**src/rtl/uart_pkg.sv**
```systemverilog
// Shared UART definitions: frame-format and FSM state enums plus the baud divisor helper.
// Intended to be reused unchanged by the receiver.
package uart_pkg;

  typedef enum logic [1:0] {
    PAR_NONE = 2'd0,
    PAR_ODD  = 2'd1,
    PAR_EVEN = 2'd2
  } parity_e;

  typedef enum logic [2:0] {
    TX_IDLE,
    TX_START,
    TX_DATA,
    TX_PARITY,
    TX_STOP
  } tx_state_e;

  // Rounds to the nearest whole number of sysclk cycles per bit.
  function automatic int clks_per_bit(input int clk_freq, input int baud);
    return (clk_freq + baud / 2) / baud;
  endfunction

endpackage

```
**src/rtl/uart_sync_fifo.sv**
```systemverilog
// Single-clock first-word-fall-through FIFO; rd_data shows the head entry whenever not empty.
module uart_sync_fifo #(
  parameter int WIDTH = 8,
  parameter int DEPTH = 16
) (
  input  logic                   sysclk,
  input  logic                   reset,
  input  logic                   wr_en,
  input  logic [WIDTH-1:0]       wr_data,
  input  logic                   rd_en,
  output logic [WIDTH-1:0]       rd_data,
  output logic                   full,
  output logic                   empty,
  output logic [$clog2(DEPTH):0] count
);

  localparam int AW = $clog2(DEPTH);

  if (DEPTH < 2 || (1 << AW) != DEPTH) begin : g_bad_depth
    $error("uart_sync_fifo: DEPTH must be a power of two and at least 2");
  end

  logic [WIDTH-1:0] mem [DEPTH];
  logic [AW-1:0]    wr_ptr;
  logic [AW-1:0]    rd_ptr;
  logic             push;
  logic             pop;

  assign full    = (count == (AW+1)'(DEPTH));
  assign empty   = (count == '0);
  assign push    = wr_en && !full;
  assign pop     = rd_en && !empty;
  assign rd_data = mem[rd_ptr];

  // Pointers wrap naturally because DEPTH is a power of two.
  always_ff @(posedge sysclk) begin
    if (reset) begin
      wr_ptr <= '0;
      rd_ptr <= '0;
      count  <= '0;
    end else begin
      if (push) wr_ptr <= wr_ptr + 1'b1;
      if (pop)  rd_ptr <= rd_ptr + 1'b1;
      if (push && !pop)      count <= count + 1'b1;
      else if (pop && !push) count <= count - 1'b1;
    end
  end

  always_ff @(posedge sysclk) begin
    if (push) mem[wr_ptr] <= wr_data;
  end

endmodule

```
**src/rtl/uart_tx_fifo_param.sv**
```systemverilog
// UART transmitter with transmit FIFO and a per-bit reloaded down-counter instead of a baud clock.
// Frames go out LSB first: start, DATA_BITS data, optional parity, STOP_BITS stop bits.
module uart_tx_fifo_param
  import uart_pkg::*;
#(
  parameter int CLK_FREQ   = 100_000_000,
  parameter int BAUD       = 115_200,
  parameter int DATA_BITS  = 8,
  parameter int PARITY     = 0,
  parameter int STOP_BITS  = 1,
  parameter int FIFO_DEPTH = 16
) (
  input  logic                        sysclk,
  input  logic                        reset,
  input  logic [7:0]                  tx_data,
  input  logic                        tx_valid,
  output logic                        tx_ready,
  output logic [$clog2(FIFO_DEPTH):0] fifo_count,
  output logic                        busy,
  output logic                        finish,
  output logic                        UART_TX
);

  localparam int      CPB      = clks_per_bit(CLK_FREQ, BAUD);
  localparam int      CW       = $clog2(CPB);
  localparam parity_e PAR_MODE = parity_e'(PARITY);

  if (CPB < 4) begin : g_bad_cpb
    $error("uart_tx_fifo_param: CLKS_PER_BIT must be at least 4");
  end
  if (DATA_BITS < 5 || DATA_BITS > 8 || STOP_BITS < 1 || STOP_BITS > 2 ||
      PARITY < 0 || PARITY > 2) begin : g_bad_format
    $error("uart_tx_fifo_param: unsupported frame format");
  end

  localparam logic [CW-1:0] BAUD_RELOAD = CW'(CPB - 1);

  tx_state_e            state;
  tx_state_e            state_next;
  logic [CW-1:0]        baud_cnt;
  logic [2:0]           bit_idx;
  logic [DATA_BITS-1:0] shift;
  logic                 parity_bit;
  logic                 bit_done;
  logic                 pop;
  logic                 fifo_full;
  logic                 fifo_empty;
  logic [DATA_BITS-1:0] fifo_head;

  uart_sync_fifo #(
    .WIDTH (DATA_BITS),
    .DEPTH (FIFO_DEPTH)
  ) u_fifo (
    .sysclk  (sysclk),
    .reset   (reset),
    .wr_en   (tx_valid),
    .wr_data (tx_data[DATA_BITS-1:0]),
    .rd_en   (pop),
    .rd_data (fifo_head),
    .full    (fifo_full),
    .empty   (fifo_empty),
    .count   (fifo_count)
  );

  assign tx_ready = !fifo_full;
  assign busy     = (state != TX_IDLE);
  assign bit_done = (baud_cnt == '0);

  always_comb begin
    state_next = state;
    pop        = 1'b0;
    case (state)
      TX_IDLE: begin
        if (!fifo_empty) begin
          state_next = TX_START;
          pop        = 1'b1;
        end
      end
      TX_START:  if (bit_done) state_next = TX_DATA;
      TX_DATA: begin
        if (bit_done && bit_idx == 3'(DATA_BITS - 1))
          state_next = (PAR_MODE == PAR_NONE) ? TX_STOP : TX_PARITY;
      end
      TX_PARITY: if (bit_done) state_next = TX_STOP;
      TX_STOP: begin
        if (bit_done && bit_idx == 3'(STOP_BITS - 1)) state_next = TX_IDLE;
      end
      default:   state_next = TX_IDLE;
    endcase
  end

  // Every bit boundary reloads the counter, so each frame starts with a full bit period.
  always_ff @(posedge sysclk) begin
    if (reset) begin
      state      <= TX_IDLE;
      baud_cnt   <= '0;
      bit_idx    <= '0;
      shift      <= '0;
      parity_bit <= 1'b0;
    end else begin
      state <= state_next;
      case (state)
        TX_IDLE: begin
          if (pop) begin
            baud_cnt   <= BAUD_RELOAD;
            bit_idx    <= '0;
            shift      <= fifo_head;
            parity_bit <= (PAR_MODE == PAR_ODD) ? ~^fifo_head : ^fifo_head;
          end
        end
        default: begin
          if (bit_done) begin
            baud_cnt <= BAUD_RELOAD;
            bit_idx  <= (state_next != state) ? 3'd0 : bit_idx + 3'd1;
            if (state == TX_DATA) shift <= shift >> 1;
          end else begin
            baud_cnt <= baud_cnt - 1'b1;
          end
        end
      endcase
    end
  end

  // Line and finish are registered, so they trail the FSM state by one cycle.
  always_ff @(posedge sysclk) begin
    if (reset) begin
      UART_TX <= 1'b1;
      finish  <= 1'b0;
    end else begin
      finish <= (state == TX_STOP) && (state_next == TX_IDLE);
      case (state)
        TX_START:  UART_TX <= 1'b0;
        TX_DATA:   UART_TX <= shift[0];
        TX_PARITY: UART_TX <= parity_bit;
        default:   UART_TX <= 1'b1;
      endcase
    end
  end

endmodule
```
**config.mk**
```make
export PLATFORM = sky130hd
export DESIGN_NAME = uart_tx_fifo_param
export DESIGN_NICKNAME = d
export VERILOG_FILES = /design/src/rtl/uart_pkg.sv /design/src/rtl/uart_sync_fifo.sv /design/src/rtl/uart_tx_fifo_param.sv
export SDC_FILE = /design/constraint.sdc
export NUM_CORES = 1
export LEC_CHECK = 0
export ABC_AREA = 0
export CAP_MARGIN = 15
export CORE_MARGIN = 2
export CORE_UTILIZATION = 40
export DETAILED_ROUTE_END_ITERATION = 10
export HOLD_SLACK_MARGIN = 0.05
export PLACE_DENSITY = 0.6
export SKIP_LAST_GASP = 1
export SLEW_MARGIN = 40
export SYNTH_ARGS = -nofsm -noshare
export SYNTH_HDL_FRONTEND = slang
export SYNTH_SLANG_ARGS = --single-unit
```
**constraint.sdc**
```tcl
create_clock -name sysclk -period 4.1 [get_ports sysclk]
set_clock_uncertainty 0.15 [all_clocks]
set_input_delay 1.025 -clock sysclk [delete_from_list [all_inputs] [get_ports sysclk]]
set_output_delay 1.025 -clock sysclk [all_outputs]
set_load 0.1 [all_outputs]
```
==> results of run 1 <==
==> metal layers <==
metal | share of wire, % | wire, um | GRT usage (%) | vias up
met4 | 1.5 | 200 | 6.19 | 0
met5 | 0 | 0 | 0 | -
met3 | 4.3 | 562 | 2.93 | 15
met1 | 45 | 5830 | 20.0 | 1941
met2 | 49 | 6450 | 24.3 | 70
li1 | - | - | - | 1862
==> cell type report <==
type	instances	area share (%)
flip-flops and latches	172	57.9
repair buffers	40	3.89
clock inverters	14	2.24
multi-input cells	266	26.7
inverters	13	0.597
clock buffers	18	5.25
well taps	225	3.45
==> per-stage QoR <==
step / instances / utilization (%) / area (um2)
2_1_floorplan: 475 / - / 7080
3_3_place_gp: 716 / 43.9 / 7590
3_5_place_dp: 716 / 43.7 / 7550
4_1_cts: 748 / 47.2 / 8170
5_1_grt: 748 / 47.2 / 8170
6_report: 748 / 47.2 / 8170
==> report_power, final <==
group          internal (uW)  switching [uW]
Sequential              2030             159
Combinational            715            1020
Clock                    973             674
==> layout by cell type, fill, tap and decap left out, types with 13 or more instances in the layout <==
cell type  count
a21oi_1       17
a22oi_1       20
buf_4         21
clkbuf_16     17
dfxtp_1       41
edfxtp_1     128
ha_1          13
inv_1         13
mux4_2        32
nand2_1       42
nor2_1        51
xnor2_1       13
==> worst max-delay path: cells and delay by family (launching register included) <==
kind,cells,cell delay (ns)
buffers and inverters,3,0.92
DFF,1,0.53
and+or+nand+nor,1,0.11
==> flip-flops by register name (all words and copies together) (netlist names), named ones only <==
signal,cells
UART_TX,1
baud_cnt,10
bit_idx,3
finish,1
parity_bit,1
shift,8
state,3
u_fifo.count,5
u_fifo.mem,128
u_fifo.rd_ptr,4
u_fifo.wr_ptr,4
==> how the worst max path moves through the flow <==
stage          slack [ns]              end            start  cells after the start
2_1_floorplan        0.25  u_fifo.count[4]  u_fifo.count[1]                     12
3_3_place_gp         0.69  u_fifo.count[4]         tx_valid                     10
3_5_place_dp         0.66  u_fifo.count[4]         tx_valid                     10
4_1_cts              0.92             busy         state[0]                      4
5_1_grt              0.75  u_fifo.count[4]  u_fifo.count[1]                     12
6_report             0.94             busy         state[0]                      4
==> kinds of logic after synthesis <==
kind of cell    Yosys count  synth area share [%]
compound gates           63                  6.39
buf+inv                  37                  2.44
simple gates            137                  9.09
fa+ha+maj                14                  2.58
xor+xnor                 19                  2.35
flops                   172                  66.8
mux                      33                  10.3
==> summary.md, run 1 <==
| Metric | Value |
|---|---|
| TritonCTS buffer count | `17` |
| Warnings from Yosys | `0` |
| Clock slew at reported path FFs | `0.06 ns` |
| Post-CTS setup buffer count | `0` |
| Largest cells by area after synthesis | `edfxtp_1, dfxtp_1, mux4_2` |
| Req. time, crit path | `2.92 ns` |
| Rows | `48` |
| Wire length per cell | `17.4 um` |
| Initial drt markers | `274` |
| R2R Path End | `u_fifo.count[4]` |
| Min Hold Slack | `0.327 ns` |
| Worst VDD drop | `0.358 mV` |
| R2R Path Start | `u_fifo.count[1]` |
| Largest area contributor in the netlist | `edfxtp_1` |
| Power Total | `5560 uW` |
| Status | `finished, final reports clean` |
| Synth cell count leaders | `edfxtp_1, nor2_1, dfxtp_1, nand2_1, mux4_2` |
| Mean Syn Cell Area | `14.9 um2` |
| Syn-to-layout area delta | `15.5%` |
| CTS HTree Levels | `4` |
| Hold Path End | `shift[7]` |
| Distinct cells, synth | `44` |
| Crit share post-route | `77.0%` |
| Most common cell on crit path | `buf_4` |
| Max_slew headroom | `53.5%` |
| Latest clock arrival within the worst-skew pair | `0.43 ns` |
| Synth async-reset ratio | `0%` |
| EDFF count, synth | `128` |
| Pleak | `0.00273 uW` |
| Crit-path cells | `nor3_1 > buf_4 > inv_1 > buf_4` |
| Via count | `3888` |
| Slack of the critical path | `0.945 ns` |
| HPWL Detailed | `8500 um` |
| Worst-path maximum fanout | `14` |
| Power per cell area | `681 nW/um2` |
| First-pass GRT wire length | `20600 um` |
| Synthesized instance count | `475` |
| RSZ-0062 raised after global routing | `false` |
| Die X | `137 um` |
| GRT Residual Overflow | `0` |
| Slowest CP cell | `dfxtp_1` |
| Critical Path Max Stage Delay | `0.53 ns` |
| Worst hold path cell count | `2` |
| Top-count cell post-synth | `edfxtp_1` |
| Setup_tns | `0 ns` |
| WS Path Type | `reg2out` |
| Top-area cell type share of the netlist area | `54.4%` |
| Critical Path Start Type | `flop` |
| Max Clock Freq | `317 MHz` |
| Clock tree sinks | `172` |
| Maxcap violations | `0` |
| Drt total wl | `13000 um` |
| GR Util All Layers | `15.0%` |
| Slew @ Worst Pin | `0.696 ns` |
| Largest net degree at the start of global routing | `32` |
| Antenna Cells | `0` |
| Nets | `535` |
| Synth Cell Area | `7070 um2` |
| FF+latch count, synth | `172` |
| Final Max Tran Viols | `0` |
| Clock period minus worst slack | `3.16 ns` |
| R2R depth | `12` |
| Syn nets | `500` |
| RePlAce Congestion | `0.748` |
| First-pass DRT Iterations | `5` |
| Root Driver | `clkbuf_16` |
| # fillers | `1516` |
| Initial antenna violation count | `0` |
| Total core area | `17300 um2` |
| DRC viols | `0` |
| Multi-input logic area | `2180 um2` |
| DP Worst Slack | `0.656 ns` |
| Clock Path Buffers | `2` |
| Sequential cell area | `4730 um2` |
| Top FF cell, synth | `edfxtp_1` |
| Initial Util | `40.9%` |
| CTS tree | `done` |
| Vias in the first global route | `3776` |
| Die height | `137 um` |
| Die footprint | `18800 um2` |
| Layout cells sized above 1 | `21.0%` |
| Fin. Hold Viols | `0` |
| Setup violators final | `0` |
| Final ANT Viol Nets | `0` |
| Post-CTS sizing | `0` |
| Worst reg-to-reg setup slack | `0.95 ns` |
| Seq/Total Area, Yosys | `66.8%` |
| Crit end category | `output pin` |
| IO Port Bufs | `19` |
| Hold-fix buffers, CTS | `0` |
| Hold crit path type | `reg2reg` |
| HP Start | `shift[7]` |
| Critical Path AT | `1.98 ns` |
| I/O pins | `20` |
| Via/cell ratio | `5.20` |
(Power assumes the default switching activity.)
==> run 2: changes to the inputs <==
--- a/config.mk
+++ b/config.mk
@@ -11,7 +11,7 @@
 export CORE_UTILIZATION = 40
 export DETAILED_ROUTE_END_ITERATION = 10
 export HOLD_SLACK_MARGIN = 0.05
-export PLACE_DENSITY = 0.6
+export PLACE_DENSITY = 0.62
 export SKIP_LAST_GASP = 1
 export SLEW_MARGIN = 40
 export SYNTH_ARGS = -nofsm -noshare
==> constraint.sdc (replaced) <==
create_clock -name sysclk -period 2.55 [get_ports sysclk]
set_clock_uncertainty 0.15 [all_clocks]
set_input_delay 0.6375 -clock sysclk [delete_from_list [all_inputs] [get_ports sysclk]]
set_output_delay 0.6375 -clock sysclk [all_outputs]
set_load 0.1 [all_outputs]
==> summary.md, run 2 (synthesis gave the netlist of run 1 again) <==
| Metric | Value |
|---|---|
| Root Driver | `clkbuf_16 (unchanged)` |
| Clock slew at reported path FFs | `0.07 ns (was 0.06 ns)` |
| Fin. Hold Viols | `0 (unchanged)` |
| Clock tree sinks | `172 (unchanged)` |
| First-pass GRT wire length | `22100 um (was 20600 um)` |
| Antenna Cells | `0 (unchanged)` |
| Clock period minus worst slack | `2.73 ns` |
| CTS tree | `done (unchanged)` |
| HP Start | `shift[3] (was shift[7])` |
| Syn-to-layout area delta | `24.5% (was 15.5%)` |
| Status | `finished with violations (was finished, final reports clean)` |
| Sequential cell area | `4750 um2 (was 4730 um2)` |
| Total core area | `17300 um2 (unchanged)` |
| Worst-path maximum fanout | `3 (was 14)` |
| Layout cells sized above 1 | `34.2% (was 21.0%)` |
| Drt total wl | `14300 um (was 13000 um)` |
| R2R Path End | `u_fifo.count[4] (unchanged)` |
| Slew @ Worst Pin | `0.646 ns (was 0.696 ns)` |
| Power per cell area | `1120 nW/um2 (was 681 nW/um2)` |
| First-pass DRT Iterations | `4 (was 5)` |
| Top flop regs | `u_fifo.mem: 128 flops, baud_cnt: 10 flops, shift: 8 flops (unchanged)` |
| Rows | `48 (unchanged)` |
| Max_slew headroom | `56.8% (was 53.5%)` |
| Hold Path End | `shift[2] (was shift[7])` |
| Pleak | `0.00303 uW (was 0.00273 uW)` |
| Layout Cells excl Fill | `795 (was 748)` |
| TritonCTS buffer count | `17 (unchanged)` |
| RSZ-0062 raised after global routing | `true (was false)` |
| Slack of the critical path | `-0.181 ns (was 0.945 ns)` |
| Most common cell after layout, fill and taps aside | `edfxtp_1 (unchanged)` |
| DRC viols | `0 (unchanged)` |
| Vias in the first global route | `4116 (was 3776)` |
| Die footprint | `18800 um2 (unchanged)` |
| Min Hold Slack | `0.333 ns (was 0.327 ns)` |
| Slowest CP cell | `or4_4 (was dfxtp_1)` |
| Wire length per cell | `18.0 um (was 17.4 um)` |
| GR Util All Layers | `16.1% (was 15.0%)` |
| Clock Path Buffers | `2 (unchanged)` |
| Final Max Tran Viols | `0 (unchanged)` |
| R2R Path Start | `u_fifo.count[3] (was u_fifo.count[1])` |
| # fillers | `1439 (was 1516)` |
| Largest net degree at the start of global routing | `32 (unchanged)` |
| Reg with most FFs | `u_fifo.mem (unchanged)` |
| GRT Residual Overflow | `0 (unchanged)` |
| Initial Util | `40.9% (unchanged)` |
| Via count | `4107 (was 3888)` |
| Leading cell types in the layout, fill and taps excluded | `edfxtp_1, buf_4, nor2_1, nand2_1, dfxtp_1 (was edfxtp_1, nor2_1, nand2_1, dfxtp_1, mux4_2)` |
| DP Worst Slack | `-0.289 ns (was 0.656 ns)` |
| Placed Instances | `746 (was 716)` |
| Via/cell ratio | `5.17 (was 5.20)` |
| Final ANT Viol Nets | `0 (unchanged)` |
| Maxcap violations | `0 (unchanged)` |
| Critical Path Max Stage Delay | `0.54 ns (was 0.53 ns)` |
| Die height | `137 um (unchanged)` |
| Nets | `583 (was 535)` |
| CP startpoint | `u_fifo.count[3] (was state[0])` |
| Setup_tns | `-0.240 ns (was 0 ns)` |
| Crit end category | `flop (was output pin)` |
| CTS HTree Levels | `4 (unchanged)` |
| Latest clock arrival within the worst-skew pair | `0.42 ns (was 0.43 ns)` |
| WS Path Type | `reg2reg (was reg2out)` |
| Critical Path AT | `2.93 ns (was 1.98 ns)` |
| Hold-fix buffers, CTS | `0 (unchanged)` |
| Max Clock Freq | `366 MHz` |
| Multi-input logic area | `2370 um2 (was 2180 um2)` |
| IO Port Bufs | `19 (unchanged)` |
| Initial antenna violation count | `0 (unchanged)` |
| Worst hold path cell count | `2 (unchanged)` |
| Req. time, crit path | `2.75 ns (was 2.92 ns)` |
| Initial drt markers | `259 (was 274)` |
| Setup violators final | `3 (was 0)` |
| Failing checks | `negative setup slack` |
| I/O pins | `20 (unchanged)` |
| Die X | `137 um (unchanged)` |
| Critical Path Start Type | `flop (unchanged)` |
| Worst VDD drop | `0.610 mV (was 0.358 mV)` |
| Crit share post-route | `107%` |
| Power Total | `9830 uW (was 5560 uW)` |
| RePlAce Congestion | `0.769 (was 0.748)` |
| HPWL Detailed | `9490 um (was 8500 um)` |
| Crit-path cells | `or4_4 > o21a_4 > inv_4 > ha_4 > inv_4 > fa_2 > a21o_1 > a21oi_2 > xnor2_1 > or3_1 > a21oi_2 (was nor3_1 > buf_4 > inv_1 > buf_4)` |
| R2R depth | `11 (was 12)` |
| Worst reg-to-reg setup slack | `-0.18 ns (was 0.95 ns)` |
| Max reg flops | `128 (unchanged)` |
| Hold crit path type | `reg2reg (unchanged)` |
-- run 2: cell types whose count changed in the layout (fill, tap and decap cells not counted), moves of 4 or more --
cell     previous run  this run
a22oi_1            20         9
a22oi_2             0        11
buf_12              1         6
buf_2               8         0
buf_4              21        70
dfxtp_1            41        36
dfxtp_4             0         7
ha_1               13         9
nand2_1            42        37
nand2_2             1         5
xnor2_1            13         8
xnor2_2             0         5
-- run 2: stage by stage --
stage	utilization (%)	area, um2
2_1_floorplan	-	7160
3_3_place_gp	45.8	7930
3_5_place_dp	45.8	7930
4_1_cts	49.4	8540
5_1_grt	50.9	8800
6_report	50.9	8800
-- run 2: what timing repair did --
action                                  in CTS  in global routing
endpoints found under the setup margin       4                 14
gates cloned                                 0                  1
gates resized for setup                      4                 29
setup buffers                                2                 16
pin swaps                                    4                 16
-- run 2: worst max path at each step --
stage / slack, ns / depth (start not counted) / to
global route: -0.28 / 11 / u_fifo.count[4]
global placement: -0.26 / 10 / u_fifo.count[4]
detailed placement: -0.29 / 10 / u_fifo.count[4]
floorplan: -0.38 / 12 / u_fifo.count[4]
finish: -0.18 / 11 / u_fifo.count[4]
CTS: -0.18 / 11 / u_fifo.count[4]
-- run 2: layout make-up --
type	instances	area share, %
Sequential cell	172	54.0
Multi-Input combinational cell	266	27.0
Timing Repair Buffer	88	8.88
Clock buffer	18	4.87
Tap cell	225	3.20
Clock inverter	13	1.51
Inverter	13	0.611
-- run 2: critical path, delay by kind of cell, from the launching register on --
| kind | cells | cell delay (ns) |
|---|---|---|
| compound gates | 4 | 0.64 |
| xor+xnor | 1 | 0.08 |
| fa+ha+maj | 2 | 0.50 |
| buf+inv | 2 | 0.11 |
| flops | 1 | 0.34 |
| simple gates | 2 | 0.86 |
-- run 2: routing by layer --
layer  GRT usage, %  part of all wire, %
met3           4.37                  3.2
met1           20.2                   44
met4           4.47                 0.92
met2           27.5                   52
met5              0                    0
-- run 2: where the power goes --
| group | internal, uW | switching (uW) | leakage [uW] | total [uW] |
|---|---|---|---|---|
| clock network | 1370 | 1090 | 0.000273 | 2450 |
| registers | 3280 | 163 | 0.00152 | 3440 |
| logic | 1890 | 2050 | 0.00124 | 3940 |
| total | 6540 | 3300 | 0.00303 | 9830 |
==> run 3: changes to the inputs <==
--- a/config.mk
+++ b/config.mk
@@ -5,7 +5,6 @@
 export SDC_FILE = /design/constraint.sdc
 export NUM_CORES = 1
 export LEC_CHECK = 0
-export ABC_AREA = 0
 export CAP_MARGIN = 15
 export CORE_MARGIN = 2
 export CORE_UTILIZATION = 40
@@ -17,3 +16,4 @@
 export SYNTH_ARGS = -nofsm -noshare
 export SYNTH_HDL_FRONTEND = slang
 export SYNTH_SLANG_ARGS = --single-unit
+export TNS_END_PERCENT = 20
==> summary.md, run 3 (synthesis gave the netlist of run 1 again) <==
| Metric | Value |
|---|---|
| Status | `finished with violations (unchanged)` |
| Failing checks | `negative setup slack (unchanged)` |
| Top flop regs | `u_fifo.mem: 128 flops, baud_cnt: 10 flops, shift: 8 flops (unchanged)` |
| Final ANT Viol Nets | `0 (unchanged)` |
| Max Clock Freq | `362 MHz (was 366 MHz)` |
| Buf+Inv Stages, Crit Path | `2 (unchanged)` |
| CTS tree | `done (unchanged)` |
| Combinational power share | `36.0% (was 40.1%)` |
| Largest net degree at the start of global routing | `33 (was 32)` |
| Layout Cells excl Fill | `774 (was 795)` |
| Worst VDD drop | `0.594 mV (was 0.610 mV)` |
| Worst hold path cell count | `2 (unchanged)` |
| TritonCTS buffer count | `17 (unchanged)` |
| Max_slew headroom | `61.2% (was 56.8%)` |
| Placed Instances | `741 (was 746)` |
| DRC viols | `0 (unchanged)` |
| Flop pwr share | `36.7% (was 35.0%)` |
| Wire length per cell | `17.6 um (was 18.0 um)` |
| Clock tree sinks | `172 (unchanged)` |
| Rows | `48 (unchanged)` |
| Fin. Hold Viols | `0 (unchanged)` |
| Design area | `8490 um2 (was 8800 um2)` |
| Setup_tns | `-0.308 ns (was -0.240 ns)` |
| Hold crit path type | `reg2reg (unchanged)` |
| Latest clock arrival within the worst-skew pair | `0.43 ns (was 0.42 ns)` |
| Crit end category | `flop (unchanged)` |
| Root Driver | `clkbuf_16 (unchanged)` |
| Die footprint | `18800 um2 (unchanged)` |
| Power Total | `9330 uW (was 9830 uW)` |
| Syn-to-layout area delta | `20.0% (was 24.5%)` |
| Req. time, crit path | `2.75 ns (about the same)` |
| R2R depth | `11 (unchanged)` |
| Most common cell after layout, fill and taps aside | `edfxtp_1 (unchanged)` |
| Sw frac | `33.2% (was 33.5%)` |
| Crit share post-route | `108% (was 107%)` |
| Max reg flops | `128 (unchanged)` |
| Slew @ Worst Pin | `0.580 ns (was 0.646 ns)` |
| Drt total wl | `13600 um (was 14300 um)` |
| Clock slew at reported path FFs | `0.07 ns (about the same)` |
| Top Family by Delay on Critical Path | `simple AND/OR/NAND/NOR gates (unchanged)` |
| Initial drt markers | `274 (was 259)` |
| Hold-fix buffers, CTS | `0 (unchanged)` |
| First-pass DRT Iterations | `4 (unchanged)` |
| Placed cell area | `7870 um2 (was 7930 um2)` |
| Multi-input logic area | `2250 um2 (was 2370 um2)` |
| CTS HTree Levels | `4 (unchanged)` |
| Sequential cell area | `4740 um2 (was 4750 um2)` |
| Power per cell area | `1100 nW/um2 (was 1120 nW/um2)` |
| CP startpoint | `u_fifo.count[3] (unchanged)` |
| WS Path Type | `reg2reg (unchanged)` |
| Sw Pwr | `3100 uW (was 3300 uW)` |
| Layout cells sized above 1 | `26.6% (was 34.2%)` |
| Total core area | `17300 um2 (unchanged)` |
| I/O pins | `20 (unchanged)` |
| Crit-path cells | `or4_4 > o21a_1 > inv_4 > ha_4 > inv_4 > fa_2 > a21o_1 > a21oi_2 > xnor2_1 > or3_1 > a21oi_1 (was or4_4 > o21a_4 > inv_4 > ha_4 > inv_4 > fa_2 > a21o_1 > a21oi_2 > xnor2_1 > or3_1 > a21oi_2)` |
| # fillers | `1485 (was 1439)` |
| Nets | `561 (was 583)` |
| Initial Util | `40.9% (unchanged)` |
| RSZ-0062 raised after global routing | `true (unchanged)` |
| Clk network pwr share | `27.3% (was 24.9%)` |
| First-pass GRT wire length | `21800 um (was 22100 um)` |
| Via/cell ratio | `5.20 (was 5.17)` |
| Maxcap violations | `0 (unchanged)` |
| Antenna Cells | `0 (unchanged)` |
| Die height | `137 um (unchanged)` |
| Critical Path Start Type | `flop (unchanged)` |
| Critical Path AT | `2.96 ns (was 2.93 ns)` |
| Leading cell types in the layout, fill and taps excluded | `edfxtp_1, nor2_1, buf_4, nand2_1, dfxtp_1 (was edfxtp_1, buf_4, nor2_1, nand2_1, dfxtp_1)` |
| Final Max Tran Viols | `0 (unchanged)` |
| Worst-path maximum fanout | `3 (unchanged)` |
| Critical Path Max Stage Delay | `0.53 ns (was 0.54 ns)` |
| Reg with most FFs | `u_fifo.mem (unchanged)` |
| GRT Residual Overflow | `0 (unchanged)` |
| Most common cell on crit path | `inv_4` |
| Slowest CP cell | `or4_4 (unchanged)` |
| GR Util All Layers | `15.9% (was 16.1%)` |
| R2R Path End | `u_fifo.count[4] (unchanged)` |
| Clock period minus worst slack | `2.76 ns (was 2.73 ns)` |
| IO Port Bufs | `19 (unchanged)` |
| Clock Path Buffers | `2 (unchanged)` |
| Setup violators final | `3 (unchanged)` |
| Die X | `137 um (unchanged)` |
| Cell internal pwr | `6230 uW (was 6540 uW)` |
| Initial antenna violation count | `0 (unchanged)` |
| HPWL Detailed | `9070 um (was 9490 um)` |
| Vias in the first global route | `4080 (was 4116)` |
| Slack of the critical path | `-0.209 ns (was -0.181 ns)` |
| HP Start | `shift[7] (was shift[3])` |
| Hold Path End | `shift[7] (was shift[2])` |
| Worst reg-to-reg setup slack | `-0.21 ns (was -0.18 ns)` |
| Min Hold Slack | `0.324 ns (was 0.333 ns)` |
| R2R Path Start | `u_fifo.count[3] (unchanged)` |
| Via count | `4028 (was 4107)` |
| Pleak | `0.00289 uW (was 0.00303 uW)` |
| RePlAce Congestion | `0.769 (about the same)` |
run 3: cell types whose count changed in the layout (fill, tap and decap cells not counted), moves of 2 or more:
cell	delta
nand2_2	-5
dfxtp_1	+2
dfxtp_4	-2
buf_12	-2
a22oi_2	-11
xnor2_1	+5
xnor2_2	-5
a22oi_1	+11
nand2_1	+5
buf_4	-18
run 3: layer usage:
| layer | routed length, um | track usage [%] | up-vias |
|---|---|---|---|
| met2 | 6960 | 26.5 | 88 |
| li1 | - | - | 1914 |
| met4 | 117 | 5.78 | 0 |
| met3 | 617 | 4.04 | 9 |
| met5 | 0 | 0 | - |
| met1 | 5920 | 20.1 | 2017 |
run 3: repair_timing:
| item | in CTS | in global routing |
|---|---|---|
| resized for setup | 1 | 1 |
| buffers inserted | 0 | 1 |
| cloned | 0 | 0 |
| pin swaps | 0 | 5 |
| setup endpoints to repair | 3 | 14 |
run 3: stage by stage:
stage	util, %	setup slack, ns
2_1_floorplan	-	-0.379
3_3_place_gp	45.5	-0.277
3_5_place_dp	45.5	-0.336
4_1_cts	48.9	-0.228
5_1_grt	49.1	-0.325
6_report	49.1	-0.209
run 3: worst min-delay path: cells and delay by family, from the launching register on:
family          cells  cell delay, ns
simple gates        1            0.07
compound gates      1            0.05
flops               1            0.31
run 3: area by class of cell:
type	count	share of cell area (%)
repair buffers	66	6.72
inverters	13	0.634
clock buffers	18	5.06
multi-input cells	266	26.5
flip-flops and latches	172	55.9
clock inverters	14	1.87
well taps	225	3.32
run 3: how the worst max path moves through the flow:
stage	cells after the start	end	slack, ns
floorplan	12	u_fifo.count[4]	-0.38
global placement	10	u_fifo.count[4]	-0.28
detailed placement	10	u_fifo.count[4]	-0.34
CTS	11	u_fifo.count[4]	-0.23
global route	11	u_fifo.count[4]	-0.33
finish	11	u_fifo.count[4]	-0.21
run 3: power groups by stage:
stage	Clock, uW	Sequential [uW]	Combinational [uW]
finish	2550	3430	3360
global route	2720	3460	3680
CTS	2600	3430	3380
detailed placement	0	3480	3340
global placement	0	3470	3280
floorplan	0	3690	2250
